$ cat src/rtl/reward_spawner_if.sv
// Signal bundle between game-mode control / tank logic (master) and the
// reward spawner (slave), which in turn feeds the reward display.
interface reward_spawner_if;
  logic       enable_game_classic;
  logic       enable_game_infinity;
  logic [4:0] tank_xpos;
  logic [4:0] tank_ypos;
  // set_require is a level (reward visible); reward_grant is a single-cycle
  // pulse with no back-pressure, consumed by whoever samples it that cycle.
  logic       set_require;
  logic [4:0] random_xpos;
  logic [4:0] random_ypos;
  logic [2:0] reward_type;
  logic       reward_grant;
  logic [2:0] effect_type;
  logic       effect_active;
  logic [1:0] dbg_state;

  modport master (
    output enable_game_classic, enable_game_infinity, tank_xpos, tank_ypos,
    input  set_require, random_xpos, random_ypos, reward_type,
    input  reward_grant, effect_type, effect_active, dbg_state
  );

  modport slave (
    input  enable_game_classic, enable_game_infinity, tank_xpos, tank_ypos,
    output set_require, random_xpos, random_ypos, reward_type,
    output reward_grant, effect_type, effect_active, dbg_state
  );
endinterface

$ cat src/rtl/reward_spawner.sv
// Spawns a pseudo-random reward on the playfield grid, detects tank pickup
// and times the granted effect window.
module reward_spawner #(
  parameter int unsigned TICK_DIV     = 25_000_000,
  parameter int unsigned SPAWN_TICKS  = 5,
  parameter int unsigned LIFE_TICKS   = 10,
  parameter int unsigned EFFECT_TICKS = 8,
  parameter int unsigned X_MAX        = 27,
  parameter int unsigned Y_MAX        = 19,
  parameter logic [15:0] LFSR_SEED    = 16'hACE1
) (
  input logic            clk,
  input logic            rst,
  reward_spawner_if.slave bus
);

  localparam int unsigned PW   = (TICK_DIV > 1) ? $clog2(TICK_DIV) : 1;
  localparam int unsigned TMAX = (SPAWN_TICKS > LIFE_TICKS) ? SPAWN_TICKS : LIFE_TICKS;
  localparam int unsigned TW   = $clog2(TMAX + 1);
  localparam int unsigned EW   = $clog2(EFFECT_TICKS + 1);

  localparam logic [PW-1:0] PRE_LAST   = PW'(TICK_DIV - 1);
  localparam logic [TW-1:0] SPAWN_LAST = TW'(SPAWN_TICKS - 1);
  localparam logic [TW-1:0] LIFE_LAST  = TW'(LIFE_TICKS - 1);
  localparam logic [EW-1:0] EFF_LOAD   = EW'(EFFECT_TICKS);
  localparam logic [4:0]    X_LIM      = 5'(X_MAX);
  localparam logic [4:0]    X_WRAP     = 5'(X_MAX + 1);
  localparam logic [4:0]    Y_LIM      = 5'(Y_MAX);
  localparam logic [4:0]    Y_WRAP     = 5'(Y_MAX + 1);

  typedef enum logic [1:0] {
    S_IDLE  = 2'd0,
    S_WAIT  = 2'd1,
    S_SHOW  = 2'd2,
    S_GRANT = 2'd3
  } state_e;

  state_e        state_q, state_d;
  logic [15:0]   lfsr_q, lfsr_d;
  logic [PW-1:0] pre_q, pre_d;
  logic [TW-1:0] tcnt_q, tcnt_d;
  logic          set_q, set_d;
  logic [4:0]    xpos_q, xpos_d;
  logic [4:0]    ypos_q, ypos_d;
  logic [2:0]    type_q, type_d;
  logic          grant_q, grant_d;
  logic [2:0]    eff_type_q, eff_type_d;
  logic [EW-1:0] eff_cnt_q, eff_cnt_d;
  logic [PW-1:0] eff_pre_q, eff_pre_d;
  logic          eff_active_q, eff_active_d;

  logic       game_en, tick, match, eff_load;
  logic [4:0] cand_x, cand_y;

  always_comb begin
    game_en = bus.enable_game_classic | bus.enable_game_infinity;
    tick    = (pre_q == PRE_LAST);
    match   = (bus.tank_xpos == xpos_q) && (bus.tank_ypos == ypos_q);
    lfsr_d  = {lfsr_q[14:0], lfsr_q[15] ^ lfsr_q[13] ^ lfsr_q[12] ^ lfsr_q[10]};

    // Out-of-range raw coordinates fold back by one grid span.
    cand_x = lfsr_q[4:0];
    if (cand_x > X_LIM) cand_x = cand_x - X_WRAP;
    cand_y = lfsr_q[9:5];
    if (cand_y > Y_LIM) cand_y = cand_y - Y_WRAP;

    state_d    = state_q;
    pre_d      = tick ? '0 : pre_q + 1'b1;
    tcnt_d     = tcnt_q;
    set_d      = set_q;
    xpos_d     = xpos_q;
    ypos_d     = ypos_q;
    type_d     = type_q;
    grant_d    = 1'b0;
    eff_type_d = eff_type_q;
    eff_load   = 1'b0;

    case (state_q)
      S_IDLE: begin
        pre_d  = '0;
        tcnt_d = '0;
        set_d  = 1'b0;
        xpos_d = '0;
        ypos_d = '0;
        type_d = '0;
        state_d = S_WAIT;
      end
      S_WAIT: begin
        if (tick) begin
          if (tcnt_q == SPAWN_LAST) begin
            state_d = S_SHOW;
            pre_d   = '0;
            tcnt_d  = '0;
            set_d   = 1'b1;
            xpos_d  = cand_x;
            ypos_d  = cand_y;
            type_d  = {1'b0, lfsr_q[11:10]} + 3'd1;
          end else begin
            tcnt_d = tcnt_q + 1'b1;
          end
        end
      end
      S_SHOW: begin
        // Pickup takes priority over a simultaneous expiry tick.
        if (match) begin
          state_d    = S_GRANT;
          pre_d      = '0;
          tcnt_d     = '0;
          set_d      = 1'b0;
          grant_d    = 1'b1;
          eff_type_d = type_q;
          eff_load   = 1'b1;
        end else if (tick) begin
          if (tcnt_q == LIFE_LAST) begin
            state_d = S_WAIT;
            pre_d   = '0;
            tcnt_d  = '0;
            set_d   = 1'b0;
          end else begin
            tcnt_d = tcnt_q + 1'b1;
          end
        end
      end
      S_GRANT: begin
        state_d = S_WAIT;
        pre_d   = '0;
        tcnt_d  = '0;
      end
      default: state_d = S_IDLE;
    endcase

    // The effect window has its own phase so every grant lasts a full
    // EFFECT_TICKS * TICK_DIV clocks regardless of the spawn prescaler.
    eff_cnt_d = eff_cnt_q;
    eff_pre_d = '0;
    if (eff_cnt_q != '0) begin
      if (eff_pre_q == PRE_LAST) eff_cnt_d = eff_cnt_q - 1'b1;
      else                       eff_pre_d = eff_pre_q + 1'b1;
    end
    if (eff_load) begin
      eff_cnt_d = EFF_LOAD;
      eff_pre_d = '0;
    end

    if (!game_en) begin
      state_d    = S_IDLE;
      pre_d      = '0;
      tcnt_d     = '0;
      set_d      = 1'b0;
      xpos_d     = '0;
      ypos_d     = '0;
      type_d     = '0;
      grant_d    = 1'b0;
      eff_type_d = '0;
      eff_cnt_d  = '0;
      eff_pre_d  = '0;
    end

    eff_active_d = (eff_cnt_d != '0);
  end

  always_ff @(posedge clk or posedge rst) begin
    if (rst) begin
      state_q      <= S_IDLE;
      lfsr_q       <= LFSR_SEED;
      pre_q        <= '0;
      tcnt_q       <= '0;
      set_q        <= 1'b0;
      xpos_q       <= '0;
      ypos_q       <= '0;
      type_q       <= '0;
      grant_q      <= 1'b0;
      eff_type_q   <= '0;
      eff_cnt_q    <= '0;
      eff_pre_q    <= '0;
      eff_active_q <= 1'b0;
    end else begin
      state_q      <= state_d;
      lfsr_q       <= lfsr_d;
      pre_q        <= pre_d;
      tcnt_q       <= tcnt_d;
      set_q        <= set_d;
      xpos_q       <= xpos_d;
      ypos_q       <= ypos_d;
      type_q       <= type_d;
      grant_q      <= grant_d;
      eff_type_q   <= eff_type_d;
      eff_cnt_q    <= eff_cnt_d;
      eff_pre_q    <= eff_pre_d;
      eff_active_q <= eff_active_d;
    end
  end

  assign bus.set_require   = set_q;
  assign bus.random_xpos   = xpos_q;
  assign bus.random_ypos   = ypos_q;
  assign bus.reward_type   = type_q;
  assign bus.reward_grant  = grant_q;
  assign bus.effect_type   = eff_type_q;
  assign bus.effect_active = eff_active_q;
  assign bus.dbg_state     = state_q;

endmodule
$ cat src/flat_wrapper.sv
// flat-port wrapper written by rule: the top's interface ports become plain ports
module reward_spawner_flat 
#(
  parameter int unsigned TICK_DIV     = 25_000_000,
  parameter int unsigned SPAWN_TICKS  = 5,
  parameter int unsigned LIFE_TICKS   = 10,
  parameter int unsigned EFFECT_TICKS = 8,
  parameter int unsigned X_MAX        = 27,
  parameter int unsigned Y_MAX        = 19,
  parameter logic [15:0] LFSR_SEED    = 16'hACE1
)
  (clk, rst, bus_enable_game_classic, bus_enable_game_infinity, bus_tank_xpos, bus_tank_ypos, bus_set_require, bus_random_xpos, bus_random_ypos, bus_reward_type, bus_reward_grant, bus_effect_type, bus_effect_active, bus_dbg_state);
  reward_spawner_if bus_i ();
  input logic clk;
  input logic rst;
  input wire logic [$bits(bus_i.enable_game_classic)-1:0] bus_enable_game_classic;
  input wire logic [$bits(bus_i.enable_game_infinity)-1:0] bus_enable_game_infinity;
  input wire logic [$bits(bus_i.tank_xpos)-1:0] bus_tank_xpos;
  input wire logic [$bits(bus_i.tank_ypos)-1:0] bus_tank_ypos;
  output wire logic [$bits(bus_i.set_require)-1:0] bus_set_require;
  output wire logic [$bits(bus_i.random_xpos)-1:0] bus_random_xpos;
  output wire logic [$bits(bus_i.random_ypos)-1:0] bus_random_ypos;
  output wire logic [$bits(bus_i.reward_type)-1:0] bus_reward_type;
  output wire logic [$bits(bus_i.reward_grant)-1:0] bus_reward_grant;
  output wire logic [$bits(bus_i.effect_type)-1:0] bus_effect_type;
  output wire logic [$bits(bus_i.effect_active)-1:0] bus_effect_active;
  output wire logic [$bits(bus_i.dbg_state)-1:0] bus_dbg_state;
  assign bus_i.enable_game_classic = bus_enable_game_classic;
  assign bus_i.enable_game_infinity = bus_enable_game_infinity;
  assign bus_i.tank_xpos = bus_tank_xpos;
  assign bus_i.tank_ypos = bus_tank_ypos;
  assign bus_set_require = bus_i.set_require;
  assign bus_random_xpos = bus_i.random_xpos;
  assign bus_random_ypos = bus_i.random_ypos;
  assign bus_reward_type = bus_i.reward_type;
  assign bus_reward_grant = bus_i.reward_grant;
  assign bus_effect_type = bus_i.effect_type;
  assign bus_effect_active = bus_i.effect_active;
  assign bus_dbg_state = bus_i.dbg_state;
  reward_spawner #(.TICK_DIV(TICK_DIV), .SPAWN_TICKS(SPAWN_TICKS), .LIFE_TICKS(LIFE_TICKS), .EFFECT_TICKS(EFFECT_TICKS), .X_MAX(X_MAX), .Y_MAX(Y_MAX), .LFSR_SEED(LFSR_SEED)) u_core (.clk(clk), .rst(rst), .bus(bus_i));
endmodule
$ cat config.mk
export PLATFORM = sky130hd
export DESIGN_NAME = reward_spawner_flat
export DESIGN_NICKNAME = d
export VERILOG_FILES = /design/src/rtl/reward_spawner_if.sv /design/src/rtl/reward_spawner.sv /design/src/flat_wrapper.sv
export SDC_FILE = /design/constraint.sdc
export NUM_CORES = 1
export LEC_CHECK = 0
export CELL_PAD_IN_SITES_DETAIL_PLACEMENT = 1
export CELL_PAD_IN_SITES_GLOBAL_PLACEMENT = 1
export CORE_UTILIZATION = 49
export DETAILED_ROUTE_END_ITERATION = 8
export PLACE_DENSITY_LB_ADDON = 0.08
export SYNTH_ARGS = -nofsm -noshare
export SYNTH_HDL_FRONTEND = slang
export SYNTH_SLANG_ARGS = --single-unit
$ cat constraint.sdc
create_clock -name clk -period 6.1 [get_ports clk]
set_clock_uncertainty 0.05 [all_clocks]
set_input_delay 1.22 -clock clk [delete_from_list [all_inputs] [get_ports clk]]
set_output_delay 1.22 -clock clk [all_outputs]
set_load 0.01 [all_outputs]
==> results.toml <==
[timing]
tns_ps = 0
setup_viol = 0
hold_ws_ps = 311
fmax_mhz = 273
timing.final.crit_share_pct = 60.1
slew_headroom_pct = 27.0
rsz0062_at_grt = "false"
report.final.slew_viol_count = 0
hold_viol = 0
tightest_slew_ps = 1100
period_minus_slack_ps = 3670

[global_route]
grt_pass1_wl_mm = 17.4
grt_usage_pct = 22.7
grt_pass1_vias = 3595
antenna_found_initial = 0
grt_max_degree = 52
overflow = 0

[clock_tree]
cts_buffers = 9
cts_hold_buf = 0
cts-htree-levels = 3
clk_pin_slew_worst_paths_ps = 100
cts_num_sinks = 95
clk-insertion-delay-late_ps = 370
root_buffer = "clkbuf_8"
cts_resized = 0
clk_path_buf_depth = 2
post_cts_buffers = 0
cts_tree = "yes"

[power_and_ir_drop]
fin_total_pwr_mw = 1.36
p_leak_nw = 2.13
power_density_nw_per_um2 = 261
irDropWorstVdd_mv = 0.124

[floorplanning]
die_w_microns = 99.0
fp.dieArea_sq_um = 9790
fp.dieH_microns = 99.0
num_rows = 35
fp.coreArea_sq_um = 9150
io_pins = 35
initial_utilization_pct = 50.3

[critical_path]
cp.required_ps = 6300
path_class = "in2reg"
worst_r2r_endpoint = "u_core.bus.set_require$_DFFE_PP0P_"
arrival_ps = 3870
crit_end = "u_core.bus.set_require$_DFFE_PP0P_"
reg2reg_slack_ps = 3190
cp-end-kind = "flop"
cp_max_fo = 34
r2r-start = "u_core.pre_q[8]$_DFF_PP0_"
cp-start-kind = "input pin"
worstSetupStartpoint = "bus_enable_game_infinity"
ff2ff_path_depth = 6

[routing]
routedWlPerCell_microns = 16.3
ant_nets = 0
dr.first_iter.drc_count = 107
drt-pass1-iter-count = 4
post_drt_via_cell_ratio = 5.54
drc_errors = 0
totalWireLength_mm = 9.94
vias = 3372

[logic_synthesis]
synth_seq_area_share_pct = 51.8
synthCells = 456
yosys.area.top_type = "dfrtp_1"
post_synth_instance_area_sq_um = 4610
yosysMostFrequentCell = "dfrtp_1"
synthFlopType = "dfrtp_1"
synth.avg_cell_area_sq_um = 10.1
ys_ff_latch = 95
synth_edf_count = 0
yosys_warnings = 0
async_flop_share_pct = 100
synthTopCellsByCount = "dfrtp_1, nor2_1, nand2_1"
yosysUniqueCellTypes = 52
synth.top_cell.area_share_pct = 47.3
yosys-top-cells-area = "dfrtp_1, nor2_1, xnor2_1, xor2_1, dfstp_2"
synth_nets = 484

[cells_and_area]
final_util_pct = 57.1
num_antenna_cells = 0
area_delta_synth_final_pct = 13.4
nNetsFinal = 521
drive_gt1_share_pct = 8.03

[place]
dp_hpwl_mm = 7.11
gp_congestion = 0.749
portBuffers = 34

[status]
status = "finished clean"

[hold_path]
holdCritPathClass = "reg2reg"

[flow_run]
maxCapViolations = 0
==> worst max-delay path: stages <==
cell	delay [ps]
clkdlybuf4s50_1	430
nor2_1	480
nor2b_1	150
o31ai_1	100
a21o_1	880
nand4_1	220
mux2_1	380
==> worst min-delay path by stage <==
stage | startpoint | to | slack, ps | cells after the start
2_1_floorplan | u_core.lfsr_q[14]$_DFF_PP0_ | u_core.lfsr_q[15]$_DFF_PP1_ | 280 | 0
3_3_place_gp | u_core.lfsr_q[14]$_DFF_PP0_ | u_core.lfsr_q[15]$_DFF_PP1_ | 290 | 0
3_5_place_dp | u_core.lfsr_q[14]$_DFF_PP0_ | u_core.lfsr_q[15]$_DFF_PP1_ | 290 | 0
4_1_cts | u_core.lfsr_q[14]$_DFF_PP0_ | u_core.lfsr_q[15]$_DFF_PP1_ | 310 | 0
5_1_grt | u_core.lfsr_q[14]$_DFF_PP0_ | u_core.lfsr_q[15]$_DFF_PP1_ | 340 | 0
6_report | u_core.lfsr_q[14]$_DFF_PP0_ | u_core.lfsr_q[15]$_DFF_PP1_ | 310 | 0
==> cell type report <==
cell class | count | area [sq um]
Tap cell | 111 | 139
Timing Repair Buffer | 36 | 355
Inverter | 18 | 68.8
Clock inverter | 7 | 56.3
Multi-Input combinational cell | 333 | 2090
Clock buffer | 9 | 124
Fill cell | 1029 | 3930
Sequential cell | 95 | 2390
==> kinds of logic (layout without fill, tap and decap cells) <==
group | Yosys count | count (layout) | synth area share (%)
DFF | 95 | 95 | 51.8
buffers and inverters | 28 | 70 | 2.72
muxes | 6 | 6 | 1.47
adders and majority gates | 14 | 14 | 3.80
xor gates and xnor gates | 57 | 57 | 10.8
AOI/OAI and AO/OA | 51 | 51 | 7.09
and+or+nand+nor | 205 | 205 | 22.2
==> metal layers <==
| layer | vias to the layer above | part of all wire, % | global-route usage (%) |
|---|---|---|---|
| li1 | 1618 | - | - |
| met1 | 1714 | 44 | 28.5 |
| met2 | 28 | 52 | 39.6 |
| met3 | 12 | 1.8 | 3.97 |
| met4 | 0 | 1.6 | 7.81 |
| met5 | - | 0 | 0 |
==> where the power goes <==
group	total [mW]	internal, mW	leakage (nW)	switching (mW)
clock network	0.388	0.153	0.0842	0.234
registers	0.680	0.655	1.29	0.0256
logic	0.293	0.109	0.758	0.184
total	1.36	0.916	2.13	0.445
==> stage by stage <==
| stage | instances | instance area (sq um) | setup slack (ps) |
|---|---|---|---|
| global route | 609 | 5220 | 2210 |
| detailed placement | 593 | 5040 | 2030 |
| CTS | 609 | 5220 | 2390 |
| finish | 609 | 5220 | 2430 |
| floorplan | 456 | 4610 | 2370 |
| global placement | 593 | 5040 | 2160 |
==> placed cells by master, fill, tap and decap left out, drive strengths merged, types with 7 or more instances in the layout <==
master         instances
a21oi                  9
dfstp                  8
nor3                  13
inv                   20
clkdlybuf4s50         34
xor2                  28
ha                    14
nor2                  72
clkbuf                 9
dfrtp                 87
nand3                 32
and3                  10
or3                    7
o21ai                 18
nand2                 45
xnor2                 29
nand4                  7
==> sequential cells by signal (all words and copies together) (netlist names), 4 cells and up <==
register,flops
u_core.eff_pre_q,25
u_core.eff_cnt_q,4
u_core.lfsr_q,16
u_core.pre_q,25
u_core.tcnt_q,4
u_core.bus.random_xpos,5
u_core.bus.random_ypos,5
Power figures use the tool's default switching activity.
